## src/rtl/alu_arbiter.sv

```systemverilog
// alu_arbiter
// Schedules two requesters onto one shared combinational ALU.
// A request is accepted over a valid/ready handshake. Round-robin
// arbitration picks the requester when both are valid. The operands are
// held in registers that drive the ALU directly. The ALU result is
// registered and returned to the requester that issued the operation,
// over a valid/ready response channel.
//
// Ports:
//   clk, rst                  clock, asynchronous active-high reset
//   req{0,1}_valid/_ready     request handshake (ready is combinational)
//   req{0,1}_opc/_a/_b        opcode and operands
//   rsp{0,1}_valid/_ready     response handshake
//   rsp{0,1}_data/_err        registered result, undefined-opcode flag
//   alu_a, alu_b, alu_opc     registered operands/opcode to the ALU
//   alu_res                   combinational result from the ALU
//   busy                      operation in flight (EXEC or RESP)
module alu_arbiter #(
    parameter int WIDTH = 16,
    parameter int OPW   = 4
) (
    input  logic             clk,
    input  logic             rst,
    input  logic             req0_valid,
    output logic             req0_ready,
    input  logic [OPW-1:0]   req0_opc,
    input  logic [WIDTH-1:0] req0_a,
    input  logic [WIDTH-1:0] req0_b,
    output logic             rsp0_valid,
    input  logic             rsp0_ready,
    output logic [WIDTH-1:0] rsp0_data,
    output logic             rsp0_err,
    input  logic             req1_valid,
    output logic             req1_ready,
    input  logic [OPW-1:0]   req1_opc,
    input  logic [WIDTH-1:0] req1_a,
    input  logic [WIDTH-1:0] req1_b,
    output logic             rsp1_valid,
    input  logic             rsp1_ready,
    output logic [WIDTH-1:0] rsp1_data,
    output logic             rsp1_err,
    output logic [WIDTH-1:0] alu_a,
    output logic [WIDTH-1:0] alu_b,
    output logic [OPW-1:0]   alu_opc,
    input  logic [WIDTH-1:0] alu_res,
    output logic             busy
);

    typedef enum logic [1:0] {
        IDLE = 2'd0,
        EXEC = 2'd1,
        RESP = 2'd2
    } state_t;

    state_t           state_r;
    state_t           state_next_s;
    logic             ptr_r;        // last granted requester
    logic             owner_r;      // requester of the operation in flight
    logic [WIDTH-1:0] opa_r;
    logic [WIDTH-1:0] opb_r;
    logic [OPW-1:0]   opc_r;
    logic [WIDTH-1:0] res_r;
    logic             err_r;
    logic             rsp0_valid_r;
    logic             rsp1_valid_r;
    logic             grant_s;
    logic             accept_s;
    logic             rsp_done_s;

    // Opcodes above shift-left (5) are not ALU operations.
    function automatic logic opc_undefined(input logic [OPW-1:0] opc);
        return (opc > OPW'(3'd5));
    endfunction

    // Arbitration, next-state decode and response completion.
    always_comb begin
        state_next_s = state_r;
        grant_s      = 1'b0;
        accept_s     = 1'b0;
        rsp_done_s   = 1'b0;
        case (state_r)
            IDLE: begin
                // On a tie the requester that was not granted last wins.
                if (req0_valid && req1_valid) begin
                    grant_s = ~ptr_r;
                end else if (req1_valid) begin
                    grant_s = 1'b1;
                end else begin
                    grant_s = 1'b0;
                end
                accept_s = req0_valid | req1_valid;
                if (accept_s) begin
                    state_next_s = EXEC;
                end else begin
                    state_next_s = IDLE;
                end
            end
            EXEC: begin
                state_next_s = RESP;
            end
            RESP: begin
                rsp_done_s = owner_r ? rsp1_ready : rsp0_ready;
                if (rsp_done_s) begin
                    state_next_s = IDLE;
                end else begin
                    state_next_s = RESP;
                end
            end
            default: begin
                state_next_s = IDLE;
            end
        endcase
    end

    // The state register reads IDLE during reset, so ready is masked by rst explicitly.
    assign req0_ready = accept_s & ~grant_s & ~rst;
    assign req1_ready = accept_s &  grant_s & ~rst;

    // State, operand, result and response registers.
    always_ff @(posedge clk or posedge rst) begin
        if (rst) begin
            state_r      <= IDLE;
            ptr_r        <= 1'b1;
            owner_r      <= 1'b0;
            opa_r        <= '0;
            opb_r        <= '0;
            opc_r        <= '0;
            res_r        <= '0;
            err_r        <= 1'b0;
            rsp0_valid_r <= 1'b0;
            rsp1_valid_r <= 1'b0;
        end else begin
            state_r <= state_next_s;
            case (state_r)
                IDLE: begin
                    if (accept_s) begin
                        owner_r <= grant_s;
                        ptr_r   <= grant_s;
                        opc_r   <= grant_s ? req1_opc : req0_opc;
                        opa_r   <= grant_s ? req1_a   : req0_a;
                        opb_r   <= grant_s ? req1_b   : req0_b;
                    end
                end
                EXEC: begin
                    res_r        <= alu_res;
                    err_r        <= opc_undefined(opc_r);
                    rsp0_valid_r <= ~owner_r;
                    rsp1_valid_r <= owner_r;
                end
                RESP: begin
                    if (rsp_done_s) begin
                        rsp0_valid_r <= 1'b0;
                        rsp1_valid_r <= 1'b0;
                    end
                end
                default: begin
                    rsp0_valid_r <= 1'b0;
                    rsp1_valid_r <= 1'b0;
                end
            endcase
        end
    end

    // The operand registers feed the ALU directly, so its inputs only change on a grant.
    assign alu_a      = opa_r;
    assign alu_b      = opb_r;
    assign alu_opc    = opc_r;
    assign rsp0_valid = rsp0_valid_r;
    assign rsp1_valid = rsp1_valid_r;
    assign rsp0_data  = res_r;
    assign rsp1_data  = res_r;
    assign rsp0_err   = err_r;
    assign rsp1_err   = err_r;
    assign busy       = (state_r != IDLE);

endmodule
```

## config.mk

```make
export PLATFORM = sky130hd
export DESIGN_NAME = alu_arbiter
export DESIGN_NICKNAME = d
export VERILOG_FILES = /design/src/rtl/alu_arbiter.sv
export SDC_FILE = /design/constraint.sdc
export NUM_CORES = 1
export LEC_CHECK = 0
export CELL_PAD_IN_SITES_DETAIL_PLACEMENT = 1
export CELL_PAD_IN_SITES_GLOBAL_PLACEMENT = 1
export CORE_UTILIZATION = 25
export CTS_CLUSTER_SIZE = 14
export DETAILED_ROUTE_END_ITERATION = 6
export PLACE_DENSITY = 0.81
export SLEW_MARGIN = 25
export SYNTH_ARGS = -nofsm -noshare
export SYNTH_HDL_FRONTEND = slang
export SYNTH_SLANG_ARGS = --single-unit
```

## constraint.sdc

```tcl
create_clock -name clk -period 3.4 [get_ports clk]
set_input_delay 1.02 -clock clk [delete_from_list [all_inputs] [get_ports clk]]
set_output_delay 1.02 -clock clk [all_outputs]
set_load 0.02 [all_outputs]
```

==> results.json <==
{
  "cts_tree": "done",
  "cts_num_sinks": 59,
  "start_util": 0.263,
  "core_area_um2": 10500,
  "drive_gt1_frac": 0.134,
  "ir_drop_mv": 0.400,
  "initialDrtViolationCount": 133,
  "hold_viol": 0,
  "post-route-util": 0.445,
  "antenna_found_initial": 0,
  "area_growth_pct": 69.6,
  "finalCritPeriodShare": 0.987,
  "place.detailed.hpwl_um": 6340,
  "setup_ws_ps": 42.9,
  "synth_top_area_cell": "dfrtp_1",
  "grt-ovfl-total": 0,
  "portBuffers": 168,
  "grt_max_degree": 60,
  "synthDominantCellAreaShare": 0.526,
  "stdcell_count": 516,
  "layout_common_cells": "166 x clkdlybuf4s50_1, 58 x dfrtp_1, 31 x and3_1",
  "ys_dominant_reg_cell": "dfrtp_1",
  "power_density_nw_per_um2": 996,
  "ys_warn_count": 0,
  "synth_edf_count": 0,
  "finalSetupViolCount": 0,
  "clock_latency_ps": 340,
  "synth.avg_cell_area_um2": 12.3,
  "synthTopCellsByArea": "dfrtp_1 53%, a221o_1 9.8%, and3_1 7.3%",
  "cpMaxStageDelayCell": "clkdlybuf4s50_1",
  "viasPerCell": 4.81,
  "remaining_drc_errors": 0,
  "cts.path.max_buffers": 2,
  "rsz0062_at_grt": "no",
  "end_kind": "output pin",
  "start_kind": "input pin",
  "globalRoute.busiestLayer": "met2",
  "grt_pass1_wl_um": 13700,
  "slew_headroom": 0.459,
  "routed_wl_um": 8820,
  "num_antenna_cells": 0,
  "use_met3": 0.0450,
  "synthArstFlopShare": 1.00,
  "netlist_instances": 224,
  "hold_class": "reg -> reg",
  "path_cells": "clkdlybuf4s50_1, nor3b_2, and3_1, clkdlybuf4s15_1",
  "rrSetupSlack_ps": 1550,
  "fmax_mhz": 298,
  "hold_end": "alu_b[5]$_DFFE_PP0P_",
  "synth_nets": 318,
  "clockRootBuffer": "clkbuf_8",
  "yosysUniqueCellTypes": 28,
  "die_area_um2": 11500,
  "rr_worst_depth": 3,
  "p_leak_uw": 0.00199,
  "min_period_ps": 3360,
  "clk_pin_slew_ps": 70,
  "cts_made_buffers": 9,
  "dpl_cell_area_um2": 4440,
  "die_width_um": 107,
  "drv_slew": 0,
  "dp_slack_ps": -284,
  "slowest_delay_ps": 570,
  "yosysSeqAreaShare": 0.536,
  "r2r-end": "alu_a[3]$_DFFE_PP0P_",
  "finalClockSkew_ps": 20.1,
  "met2_usage": 0.269,
  "cap_viol_max_count": 0,
  "hold_start": "alu_b[5]$_DFFE_PP0P_",
  "crit_type": "in -> out",
  "firstDrtPassIters": 4,
  "antenna_left": 0,
  "grt_usage": 0.157,
  "cp_data_required_time_ps": 2380,
  "routedWlPerCell_um": 17.1,
  "synth_area_um2": 2760,
  "row_count": 37,
  "critPathArrivalTime_ps": 2340,
  "grt_pass1_vias": 2658,
  "place_congestion": 0.723,
  "die_h_um": 107,
  "ios": 169,
  "nNetsFinal": 469,
  "ys_seq_elements": 59,
  "hold_depth": 1,
  "regToRegStartpoint": "state_r[0]$_DFF_PP0_",
  "final_common_cell": "clkdlybuf4s50_1",
  "outcome": "finished, final reports clean",
  "tightest_slew_ps": 811,
  "postCtsSetupRepairBufs": 0,
  "stdcell_area_um2": 4680,
  "via_count": 2482,
  "total_power_uw": 4660,
  "h-tree-depth": 3,
  "placedCellCount": 500,
  "grt_util_met1": 0.186,
  "cp_max_fo": 4
}
## worst max-delay path, delay by kind of cell
kind                   cells  cell delay (ps)
buffers and inverters      2              890
and+or+nand+nor            2              420
## cell usage after synthesis, types with 3 or more instances
cell / number
a21oi_1: 12
a221o_1: 27
a32oi_1: 9
and3_1: 32
buf_2: 8
buf_4: 18
buf_6: 3
clkbuf_1: 7
dfrtp_1: 58
inv_1: 4
mux2_2: 16
o2bb2ai_1: 11
## sequential cells by signal, summed over array words and instances, names as in the netlist
register	cells
alu_a	16
alu_b	16
rsp0_data	16
alu_opc	4
state_r	2
owner_r	1
ptr_r	1
rsp0_err	1
rsp0_valid	1
rsp1_valid	1
## final cells by class
type                            instances  area (um2)
Sequential cell                        59        1480
Inverter                                4        18.8
Clock buffer                           11         141
Timing Repair Buffer                  177        1740
Clock inverter                          5         100
Fill cell                            1148        5830
Tap cell                              136         170
Multi-Input combinational cell        124        1030
## how the worst max path moves through the flow
stage / startpoint / end / slack (ps)
CTS: req0_valid / req1_ready / 10
global placement: req0_valid / req1_ready / -240
floorplan: rst / req0_ready / 80
finish: req0_valid / req0_ready / 40
detailed placement: req0_valid / req1_ready / -280
global route: req0_valid / req0_ready / 4
## where the power goes
group	internal, uW	switching, uW	total, uW
Sequential	1060	265	1330
Clock	505	290	795
Combinational	1300	1240	2540
Total	2870	1790	4660
## metal layers
metal / vias to the layer above / part of all wire
li1: 1144 / -
met1: 1221 / 0.41
met2: 109 / 0.50
met3: 8 / 0.073
met4: 0 / 0.014
met5: - / 0
## stage by stage
| stage | TNS, ps | hold WS, ps |
|---|---|---|
| floorplan | 0 | 518 |
| global placement | -441 | 474 |
| detailed placement | -526 | 478 |
| CTS | 0 | 503 |
| global route | 0 | 518 |
| finish | 0 | 498 |
## what timing repair did
action | in CTS | in global routing
hold buffers | 0 | 0
gates cloned | 0 | 0
gates resized for setup | 3 | 2
endpoints found under the setup margin | 2 | 2
## cells by family (layout without fill, tap and decap cells)
family                 Yosys count  count (layout)  share of synthesized area
flip-flops                      59              59                      0.536
AND/OR/NAND/NOR                 43              43                      0.101
buffers and inverters           41             197                     0.0925
multiplexers                    18              18                     0.0726
AO/OA/AOI/OAI                   63              63                      0.199
Power figures use the tool's default switching activity.
